[src/rtl/control_pipe.sv]
// Pipeline control registers ID/EX -> EX/MEM -> MEM/WB with branch flush and load-use stall.
// Define HAZARD_DETECT_EN to enable load-use detection; otherwise Stall is tied low.
module control_pipe (
    input  logic       clk,
    input  logic       reset,
    input  logic       Branch,
    input  logic       MemRead,
    input  logic       MemToReg,
    input  logic       MemWrite,
    input  logic       ALUSrc,
    input  logic       RegWrite,
    input  logic [1:0] ALUOp,
    input  logic [4:0] rs1_id,
    input  logic [4:0] rs2_id,
    input  logic [4:0] rd_id,
    input  logic       Zero_ex,
    output logic [1:0] ALUOp_ex,
    output logic       ALUSrc_ex,
    output logic       Branch_mem,
    output logic       MemRead_mem,
    output logic       MemWrite_mem,
    output logic       MemToReg_wb,
    output logic       RegWrite_wb,
    output logic [4:0] rd_ex,
    output logic [4:0] rd_mem,
    output logic [4:0] rd_wb,
    output logic       PCSrc,
    output logic       Stall,
    output logic       Flush
);

    // ID/EX fields that are not outputs
    logic branch_ex, memread_ex, memtoreg_ex, memwrite_ex, regwrite_ex;
    // EX/MEM fields that are not outputs
    logic memtoreg_mem, regwrite_mem, zero_mem;
    logic load_use;

    assign PCSrc = Branch_mem & zero_mem;
    assign Flush = PCSrc;

`ifdef HAZARD_DETECT_EN
    assign load_use = memread_ex && (rd_ex != 5'd0) &&
                      ((rd_ex == rs1_id) || (rd_ex == rs2_id));
`else
    logic unused_rs;
    assign unused_rs = ^{rs1_id, rs2_id};
    assign load_use  = 1'b0;
`endif

    // A taken branch squashes the younger load, so flush wins over stall
    assign Stall = load_use & ~PCSrc;

    always_ff @(posedge clk or posedge reset) begin
        if (reset) begin
            branch_ex    <= 1'b0;
            memread_ex   <= 1'b0;
            memtoreg_ex  <= 1'b0;
            memwrite_ex  <= 1'b0;
            regwrite_ex  <= 1'b0;
            ALUSrc_ex    <= 1'b0;
            ALUOp_ex     <= 2'b00;
            rd_ex        <= 5'd0;
            Branch_mem   <= 1'b0;
            MemRead_mem  <= 1'b0;
            MemWrite_mem <= 1'b0;
            memtoreg_mem <= 1'b0;
            regwrite_mem <= 1'b0;
            zero_mem     <= 1'b0;
            rd_mem       <= 5'd0;
            MemToReg_wb  <= 1'b0;
            RegWrite_wb  <= 1'b0;
            rd_wb        <= 5'd0;
        end else begin
            MemToReg_wb <= memtoreg_mem;
            RegWrite_wb <= regwrite_mem;
            rd_wb       <= rd_mem;
            if (Flush) begin
                branch_ex    <= 1'b0;
                memread_ex   <= 1'b0;
                memtoreg_ex  <= 1'b0;
                memwrite_ex  <= 1'b0;
                regwrite_ex  <= 1'b0;
                ALUSrc_ex    <= 1'b0;
                ALUOp_ex     <= 2'b00;
                rd_ex        <= 5'd0;
                Branch_mem   <= 1'b0;
                MemRead_mem  <= 1'b0;
                MemWrite_mem <= 1'b0;
                memtoreg_mem <= 1'b0;
                regwrite_mem <= 1'b0;
                zero_mem     <= 1'b0;
                rd_mem       <= 5'd0;
            end else begin
                Branch_mem   <= branch_ex;
                MemRead_mem  <= memread_ex;
                MemWrite_mem <= memwrite_ex;
                memtoreg_mem <= memtoreg_ex;
                regwrite_mem <= regwrite_ex;
                zero_mem     <= Zero_ex;
                rd_mem       <= rd_ex;
                if (Stall) begin
                    branch_ex   <= 1'b0;
                    memread_ex  <= 1'b0;
                    memtoreg_ex <= 1'b0;
                    memwrite_ex <= 1'b0;
                    regwrite_ex <= 1'b0;
                    ALUSrc_ex   <= 1'b0;
                    ALUOp_ex    <= 2'b00;
                    rd_ex       <= 5'd0;
                end else begin
                    branch_ex   <= Branch;
                    memread_ex  <= MemRead;
                    memtoreg_ex <= MemToReg;
                    memwrite_ex <= MemWrite;
                    regwrite_ex <= RegWrite;
                    ALUSrc_ex   <= ALUSrc;
                    ALUOp_ex    <= ALUOp;
                    rd_ex       <= rd_id;
                end
            end
        end
    end

endmodule

[config.mk]
export PLATFORM = sky130hd
export DESIGN_NAME = control_pipe
export DESIGN_NICKNAME = d
export VERILOG_FILES = /design/src/rtl/control_pipe.sv
export SDC_FILE = /design/constraint.sdc
export NUM_CORES = 1
export LEC_CHECK = 0
export ABC_AREA = 1
export CAP_MARGIN = 15
export CORE_MARGIN = 3
export CORE_UTILIZATION = 40
export DETAILED_ROUTE_END_ITERATION = 6
export GPL_ROUTABILITY_DRIVEN = 0
export PLACE_DENSITY = 0.77
export SLEW_MARGIN = 20
export SYNTH_ARGS = -nofsm -noshare
export SYNTH_HDL_FRONTEND = slang
export SYNTH_SLANG_ARGS = --single-unit
[constraint.sdc]
create_clock -name clk -period 1.4 [get_ports clk]
set_input_delay 0.42 -clock clk [delete_from_list [all_inputs] [get_ports clk]]
set_output_delay 0.42 -clock clk [all_outputs]
set_load 0.01 [all_outputs]
# Yosys cells after proc, flatten, opt, wreduce, memory -nomap -nowiden
# Index checks and enable logic that the tools add are counted.
classes:
  n_mux: 15
  bitwise: 1
ops:
  columns: ["operator", "count"]
  rows:
  - ["$mux W1", 12]
  - ["$mux W5", 2]
  - ["$mux W2", 1]
  - ["$and A1 B1 Y1", 1]
totals:
  ff_bits: 31
  inputBits: 26
  output_inout_bits: 26
  wordCells: 34

# Longest topological paths before layout
depth:
  depth_word: 2
  ltp_mapped: 5
  depth_no_buf: 2

# Worst setup path before layout
# Ideal clock, no wire load.
synth_timing:
  kind: "reg2out"
  startpoint: "register Branch_mem"
  endpoint: "output port PCSrc"
  arrival_ps: 951
  required_time_ps: 980
  setup_slack_ps: 29
  stages_incl_launch_ff: 6
  path_buffers: 3
  cell_sequence: "dfrtp_1 > buf_6 > buf_12 > nand2_1 > inv_1 > buf_4"
synth_between:
  elab_chain_len: 1
synth_lines:
  columns: ["element", "line", "rtl"]
  rows:
  - ["from (decl)", "19", "output logic Branch_mem,"]
  - ["from (signal assigned)", "94", "Branch_mem <= branch_ex;"]
  - ["$and A1 B1 Y1", "38", "assign PCSrc = Branch_mem & zero_mem;"]
  - ["to (decl)", "27", "output logic PCSrc,"]
# Every way passes these cells.

# Worst setup path in the final report
# Same ends and word-level chain as after synthesis.

==> impl_metrics.tcl <==
set metrics [dict create \
    antenna_found_initial 0 \
    worstSetupPathType "flip-flop to output pin" \
    fin_hold_ws_ps 356 \
    crit_buf_inv 2 \
    pin_count 52 \
    regArea_sq_um 776 \
    cp_top_family "flip-flops" \
    synth_cell_type_count 9 \
    setup_viol 0 \
    fin_skew_ps 5.05 \
    syn_to_final_growth_pct 36.7 \
    synthSimpleGateAreaFrac 0.00320 \
    clock_latency_ps 310 \
    setup_ws_ps 11.9 \
    cts_tree "built" \
    track_usage 0.128 \
    syn-mean-instance-area_sq_um 12.9 \
    wl_per_cell_um 11.8 \
    p_leak_nw 0.817 \
    layout.nets 164 \
    maxCapViolCount 0 \
    worstReg2RegStart "Branch_mem" \
    grt_max_degree 32 \
    synth-compound-area-share 0.163 \
    critPathMaxFanout 2 \
    status "completed" \
    drc 0 \
    start_util 0.422 \
    synth_top_family_by_area "buffers and inverters" \
    clock.fmax_mhz 720 \
    vias 713 \
    rsz0062_at_grt "true" \
    reg2reg_to "rd_mem[1]" \
    cts_buffers 5 \
    die_w_um 60.1 \
    period_needed_ps 1390 \
    fillCellCount 255 \
    syn-cell-area_sq_mm 0.00117 \
    yosys.area_share.adder 0 \
    crit_cells 3 \
    antenna_cells 0 \
    dpl_cell_area_sq_mm 0.00156 \
    drt_iter0_markers 10 \
    r2r_cells 5 \
    rows 19 \
    post-dp-hpwl_mm 1.43 \
    finalHoldViolations 0 \
    period_share 0.991 \
    hold_start "memtoreg_mem" \
    grt-ovfl-total 0 \
    cp_slowest_cell "dfrtp_1" \
    hold-path-endpoint "MemToReg_wb" \
    drive_above_1_share 0.331 \
    ys_seq_elements 31 \
    post-place-ws_ps -89.7 \
    ant_nets 0 \
    yosys.area.top_type_share 0.662 \
    power_density_mw_per_mm2 1180 \
    htree_levels 2 \
    critPathLaunchType "flip-flop" \
    synthMuxAreaShare 0 \
    slowest_delay_ps 410 \
    cts_buffer_depth 2 \
    synth_warnings 0 \
    yosys.area.top_type "dfrtp_1" \
    drt-total-wl_mm 2.00 \
    multi_input_area_sq_um 199 \
    hold_path_depth 0 \
    cp.required_ps 980 \
    syn_inst 91 \
    r2r_slack_ps 220 \
    die_h_um 60.1 \
    yosys-top-cells-area "dfrtp_1 66%, a21oi_2 14%, inv_1 8.3%" \
    synth-xor-area-share 0 \
    cts_hold_buffers 0 \
    grt_pass1_wl_mm 3.22 \
    cp.arrival_ps 970 \
    first_pass_iters 3 \
    cp-end-kind "output pin" \
    hold_class "flip-flop to flip-flop" \
    finish.instance_area_sq_mm 0.00160 \
    portBuffers 40 \
    synth-seq-area-share 0.662 \
    core_area_sq_mm 0.00278 \
    grt_pass1_vias 740 \
    dieArea_sq_mm 0.00362 \
    cts_sinks 31 \
    viasPerCell 4.19 \
    report.final.slew_viol_count 0 \
    syn_nets 117 \
    path_clk_slew_ps 90 \
    cts-root-buf "clkbuf_4" \
    ir_worst_vdd_mv 0.799 \
    path_cells "nand2_1 > inv_1 > buf_2" \
]
==> how the worst max path moves through the flow <==
stage / to / from / slack, ps
after detailed placement: PCSrc / Branch_mem / -90
after global routing: PCSrc / Branch_mem / -50
after floorplan: PCSrc / Branch_mem / 30
after CTS: ALUSrc_ex / ALUSrc_ex / 0.3
final: PCSrc / Branch_mem / 10
after global placement: PCSrc / Branch_mem / -70
==> cells in the mapped netlist <==
library cell   n
nand2_1        1
dfrtp_1       31
conb_1         1
buf_4          2
buf_6          4
a21oi_1        5
a21oi_2       19
inv_1         26
buf_12         2
==> stage by stage <==
step | power [mW] | instances | utilization | TNS, ps
6_report | 1.89 | 170 | 0.576 | 0
4_1_cts | 1.92 | 170 | 0.587 | 0
3_3_place_gp | 1.36 | 159 | 0.561 | -146
2_1_floorplan | 1.21 | 91 | - | 0
3_5_place_dp | 1.37 | 159 | 0.561 | -185
5_1_grt | 2.00 | 170 | 0.576 | -129
==> what timing repair did <==
| item | in CTS | in global routing |
|---|---|---|
| setup endpoints to repair | 25 | 22 |
| pin swaps | 1 | 0 |
| buffers inserted | 3 | 0 |
| resized for setup | 48 | 20 |
==> layout by cell type, fill, tap and decap left out <==
cell and n:
buf_2 2, clkdlybuf4s15_1 13, buf_6 2, clkbuf_1 1, clkdlybuf4s50_1 15, buf_4 6, buf_12 1, conb_1 1
clkbuf_8 2, a21oi_2 19, inv_1 26, a21oi_1 5, nand2_1 1, clkbuf_4 5, dfrtp_1 31, clkbuf_2 9
==> power by group <==
| part | switching (mW) | internal, mW | leakage (nW) |
|---|---|---|---|
| clock network | 0.276 | 0.295 | 0.0386 |
| logic | 0.165 | 0.159 | 0.400 |
| registers | 0.0253 | 0.969 | 0.379 |
| total | 0.467 | 1.42 | 0.817 |
==> kinds of logic after synthesis <==
family	after synthesis
buf+inv	34
flops	31
compound gates	24
simple gates	1
other cells	1
==> sequential cells by signal, indices dropped and copies added, names as in the netlist <==
register,count
zero_mem,1
regwrite_ex,1
memwrite_ex,1
rd_wb,5
rd_ex,5
branch_ex,1
memtoreg_ex,1
MemRead_mem,1
ALUOp_ex,2
memread_ex,1
Branch_mem,1
memtoreg_mem,1
MemWrite_mem,1
MemToReg_wb,1
regwrite_mem,1
ALUSrc_ex,1
RegWrite_wb,1
rd_mem,5
==> routing by layer <==
layer,track usage,vias to the layer above,wire (um)
li1,-,357,-
met4,0.0854,0,48
met5,0,-,0
met1,0.130,327,699
met3,0.0389,5,128
met2,0.224,24,1130
==> cell type report <==
class	count	share of cell area
inverters	26	0.0609
repair buffers	48	0.264
multi-input cells	26	0.124
well taps	31	0.0242
clock buffers	8	0.0429
flip-flops and latches	31	0.484
==> worst reg2reg max path, stage by stage, from the launching register on <==
cell and delay, ps:
dfrtp_1 410, buf_6 130, buf_4 130, buf_4 130
buf_4 170, a21oi_2 150
Power figures use the tool's default switching activity.
==> RTL edit 1, RTL diff (config.mk and constraints unchanged) <==
The option `HAZARD_DETECT_EN` is turned on by a define.
--- a/src/rtl/control_pipe.sv
+++ b/src/rtl/control_pipe.sv
@@ -1,5 +1,7 @@
 // Pipeline control registers ID/EX -> EX/MEM -> MEM/WB with branch flush and load-use stall.
 // Define HAZARD_DETECT_EN to enable load-use detection; otherwise Stall is tied low.
+`define HAZARD_DETECT_EN
+
 module control_pipe (
     input  logic       clk,
     input  logic       reset,
Function: changed (Yosys sat finds a counterexample within 4 cycles, from zero or initial values and one cycle with reset high).
==> RTL edit 1 against the original RTL <==
  * The run now ends with negative setup slack left
  * Setup slack lost 560 ps
  * Core utilization grew 11 points
  * Critical path type unchanged
  * Clock skew grew 2.7 ps
  * Synthesized area grew 10%
  * Die area grew 9.4%
  * Total power grew 18%
  * Wire length grew 53%
  * Clock power grew 3%
  * Count of clock-buffer cells in the layout is the same
  * Cell count grew 51%
  * Sequential cell count is the same
  * Sequential power grew 4%
  * Global-route usage grew 3.7 points
  * Design area grew 32%
==> RTL edit 1: results (changes against the original RTL) <==
- Status: finished with violations (was complete, no violations)
- Violated checks: negative setup slack
- Post-CTS setup buffer count: 7 (was 3)
- Clk_skew: 7.775 ps (was 5.045 ps)
- Clk_lat worst skew: 340 ps (was 310 ps)
- GR Util met2: 28.59% (was 22.38%)
- Synth Area in Compound Gates: 8.986% (was 16.33%)
- Layout cells sized above 1: 42.92% (was 33.09%)
- Leak: 1.092 nW (was 0.8170 nW)
- Buffers added on ports: 51 (was 40)
- Synth Area in XOR/XNOR: 1.353% (was 0%)
- Post-synthesis mux area share: 0% (unchanged)
- Worst-path fanout max: 4 (was 2)
- Final setup violation count: 17 (was 0)
- DP Area: 1952 µm² (was 1562 µm²)
- Dpl ws: -1033 ps (was -89.65 ps)
- Post-synth top cells: nand2_1, dfrtp_1, inv_1 (was dfrtp_1, inv_1, a21oi_2)
- CP arrival: 1520 ps (was 970 ps)
- Vias in the first global route: 1128 (was 740)
- Met2 WL post-DR: 1.592 mm (was 1.125 mm)
- Total global-route track usage: 16.52% (was 12.84%)
- M1 WL: 1.150 mm (was 699 µm)
- Cell variety after synth: 18 (was 9)
- Met3 wire length: 270 µm (was 128 µm)
- Setup ws final: -543.6 ps (was 11.92 ps)
- Drt total wl: 3.065 mm (was 2.001 mm)
- Global Route met1 Usage: 16.65% (was 13.02%)
- First-pass GRT wire length: 4.857 mm (was 3.222 mm)
- Syn Nets: 159 (was 117)
- Met3 usage in global routing: 8.453% (was 3.888%)
- Drt initial violations: 20 (was 10)
- Post-synthesis sequential area ratio: 59.90% (was 66.17%)
- Nets: 237 (was 164)
- CTS Buffer Depth: 2 (unchanged)
- Drt via density: 4.313 (was 4.194)
- CTS resizes: 92 (was 48)
- Ant. Diodes: 0 (unchanged)
- Top cells by area, synth: dfrtp_1, nand2_1, a21oi_2 (was dfrtp_1, a21oi_2, inv_1)
- Count leader, synth: nand2_1 (was dfrtp_1)
- Root buf cell: clkbuf_4 (unchanged)
- Max VDD drop: 0.0006684 V (was 0.0007986 V)
- H-tree depth: 2 (unchanged)
- DP Wirelength: 2.179 mm (was 1.433 mm)
[RTL edit 1: cell count changes in the layout (fill, tap and decap cells not counted), sizes merged, moves of 3 or more]
cell and delta:
buf +23, inv -4, nand3 +3, a21oi -10, clkdlybuf4s15 -4, dlygate4sd2 +9, nand2 +37, nor2 +17
[RTL edit 1: area by class of cell]
cell class	instances	area [µm²]
Fill cell	263	955.9
Clock buffer	8	68.82
Sequential cell	31	779.5
Timing Repair Buffer	76	681.9
Inverter	22	82.58
Tap cell	44	55.05
Multi-Input combinational cell	75	454.2
[RTL edit 1: report_power, final]
part | leakage, nW | switching [mW] | internal, mW
clock | 0.0386 | 0.292 | 0.295
sequential | 0.377 | 0.0458 | 0.989
combinational | 0.677 | 0.297 | 0.317
[RTL edit 1: through the flow]
| step | instances | setup TNS, ps |
|---|---|---|
| floorplan | 133 | -6.651 |
| global placement | 239 | -5525 |
| detailed placement | 239 | -6025 |
| CTS | 252 | -1099 |
| global route | 256 | -2524 |
| finish | 256 | -1394 |
[RTL edit 1: path summary, 6_finish.rpt]
| kind | start | endpoint | slack, ps | cells after the start |
|---|---|---|---|---|
| max in group asynchronous | reset | rd_ex[0] | 800 | 3 |
| setup / recovery | rd_ex[4] | Stall | -540 | 4 |
| hold reg to reg | memtoreg_mem | MemToReg_wb | 360 | 0 |
| hold / removal | memtoreg_mem | MemToReg_wb | 360 | 0 |
| setup reg to reg | rd_ex[2] | ALUOp_ex[0] | -40 | 8 |
| min in group asynchronous | reset | rd_ex[4] | 430 | 3 |
[RTL edit 1: worst max-delay path, cell delays in order, from the launching register on]
cell and delay, ps:
dfrtp_2 450, xnor2_1 280, nand3_4 140, a21oi_2 170
buf_2 150
==> RTL edit 2, RTL diff (config.mk and constraints unchanged) <==
Made on the original files. Make the reset (`reset`) synchronous in one clocked block.
--- a/src/rtl/control_pipe.sv
+++ b/src/rtl/control_pipe.sv
@@ -50,7 +50,7 @@
     // A taken branch squashes the younger load, so flush wins over stall
     assign Stall = load_use & ~PCSrc;
 
-    always_ff @(posedge clk or posedge reset) begin
+    always_ff @(posedge clk) begin
         if (reset) begin
             branch_ex    <= 1'b0;
             memread_ex   <= 1'b0;
Check against the original RTL: differs if reset is asserted again (counterexample within 4 cycles, from zero or initial values and one cycle with reset high); with reset held inactive, the same outputs for 10 cycles.
==> RTL edit 2 against the original RTL <==
  * Total power fell by 16%
  * Cell count grew 6.5%
  * Wire length fell by 23%
  * Design area shrank 1.2%
  * Critical path depth decreased by 2
  * Sequential cell count unchanged
  * Synthesized area fell by 4.7%
  * Setup slack improved by 48 ps
==> RTL edit 2: results (changes against the original RTL) <==
- Status: complete, no violations (unchanged)
- Syn Nets: 129 (was 117)
- Largest net degree at the start of global routing: 9 (was 32)
- Leak: 0.7863 nW (was 0.8170 nW)
- First-pass GRT wire length: 2.573 mm (was 3.222 mm)
- R2R Setup Slk: 480 ps (was 220 ps)
- WL per Instance: 8.464 µm (was 11.77 µm)
- Met3 usage in global routing: 4.605% (was 3.888%)
- CP max-delay cell: dfxtp_2 (was dfrtp_1)
- Hold Crit Start: memtoreg_mem (unchanged)
- Clk_skew: 6.105 ps (was 5.045 ps)
- CTS resizes: 33 (was 48)
- Vias in the first global route: 682 (was 740)
- Drt initial violations: 8 (was 10)
- Async set-reset flop share out of synthesis: 0% (was 100.0%)
- GR Util met2: 19.09% (was 22.38%)
- DP Wirelength: 1.278 mm (was 1.433 mm)
- Met2 WL post-DR: 801 µm (was 1.125 mm)
- Synth Area in Compound Gates: 0% (was 16.33%)
- Met3 wire length: 162 µm (was 128 µm)
- End of the worst hold path: MemToReg_wb (unchanged)
- Internal power: 1.222 mW (was 1.423 mW)
- Worst R2R End: MemRead_mem (was rd_mem[1])
- Top cells by area, synth: dfxtp_1, nor2_4, inv_1 (was dfrtp_1, a21oi_2, inv_1)
- Layout cells sized above 1: 25.83% (was 33.09%)
- Total global-route track usage: 10.42% (was 12.84%)
- CP arrival: 920 ps (was 970 ps)
- WHS Path Cells: 2 (was 0)
- Critical R2R Launch: Branch_mem (unchanged)
- M1 WL: 521 µm (was 699 µm)
- CP max stage delay: 350 ps (was 410 ps)
[RTL edit 2: changes by cell type in the layout (fill, tap and decap cells not counted), sizes merged]
cell / unedited run / this run
dfrtp: 31 / 0
dfxtp: 0 / 31
nor2: 0 / 31
a21oi: 24 / 0
dlygate4sd2: 0 / 23
clkdlybuf4s15: 13 / 0
clkbuf: 17 / 6
inv: 26 / 33
buf: 11 / 9
nand2: 1 / 2
[RTL edit 2: stage by stage]
step,area [µm²],hold slack [ps],worst slack [ps],cells,TNS [ps]
finish,1584,411.6,59.99,181,0
global route,1584,432.5,5.829,181,0
CTS,1584,412.7,34.09,181,0
detailed placement,1579,397.3,-42.30,175,-644.8
global placement,1579,397.3,-41.92,175,-659.4
floorplan,1117,388.3,250.1,103,0
[RTL edit 2: power groups by stage]
stage	logic, mW	registers (mW)	clock network (mW)
global route	0.246	0.940	0.487
finish	0.227	0.935	0.421
detailed placement	0.251	0.958	0
global placement	0.247	0.955	0
CTS	0.232	0.936	0.445
floorplan	0.119	0.970	0
[RTL edit 2: how the worst max path moves through the flow]
| stage | slack, ps | startpoint | to | cells past startpoint |
|---|---|---|---|---|
| floorplan | 250 | Branch_mem | PCSrc | 3 |
| global placement | -40 | reset | Branch_mem | 5 |
| detailed placement | -40 | reset | MemRead_mem | 5 |
| CTS | 30 | Branch_mem | Branch_mem | 1 |
| global route | 6 | rd_mem[1] | rd_mem[1] | 1 |
| finish | 60 | Branch_mem | Branch_mem | 1 |
[RTL edit 2: final cells by class]
| cell class | count | area, µm² |
|---|---|---|
| Inverter | 33 | 128.9 |
| Sequential cell | 31 | 623.1 |
| Clock buffer | 6 | 41.29 |
| Fill cell | 231 | 983.4 |
| Timing Repair Buffer | 47 | 451.7 |
| Multi-Input combinational cell | 34 | 301.5 |
| Tap cell | 30 | 37.54 |
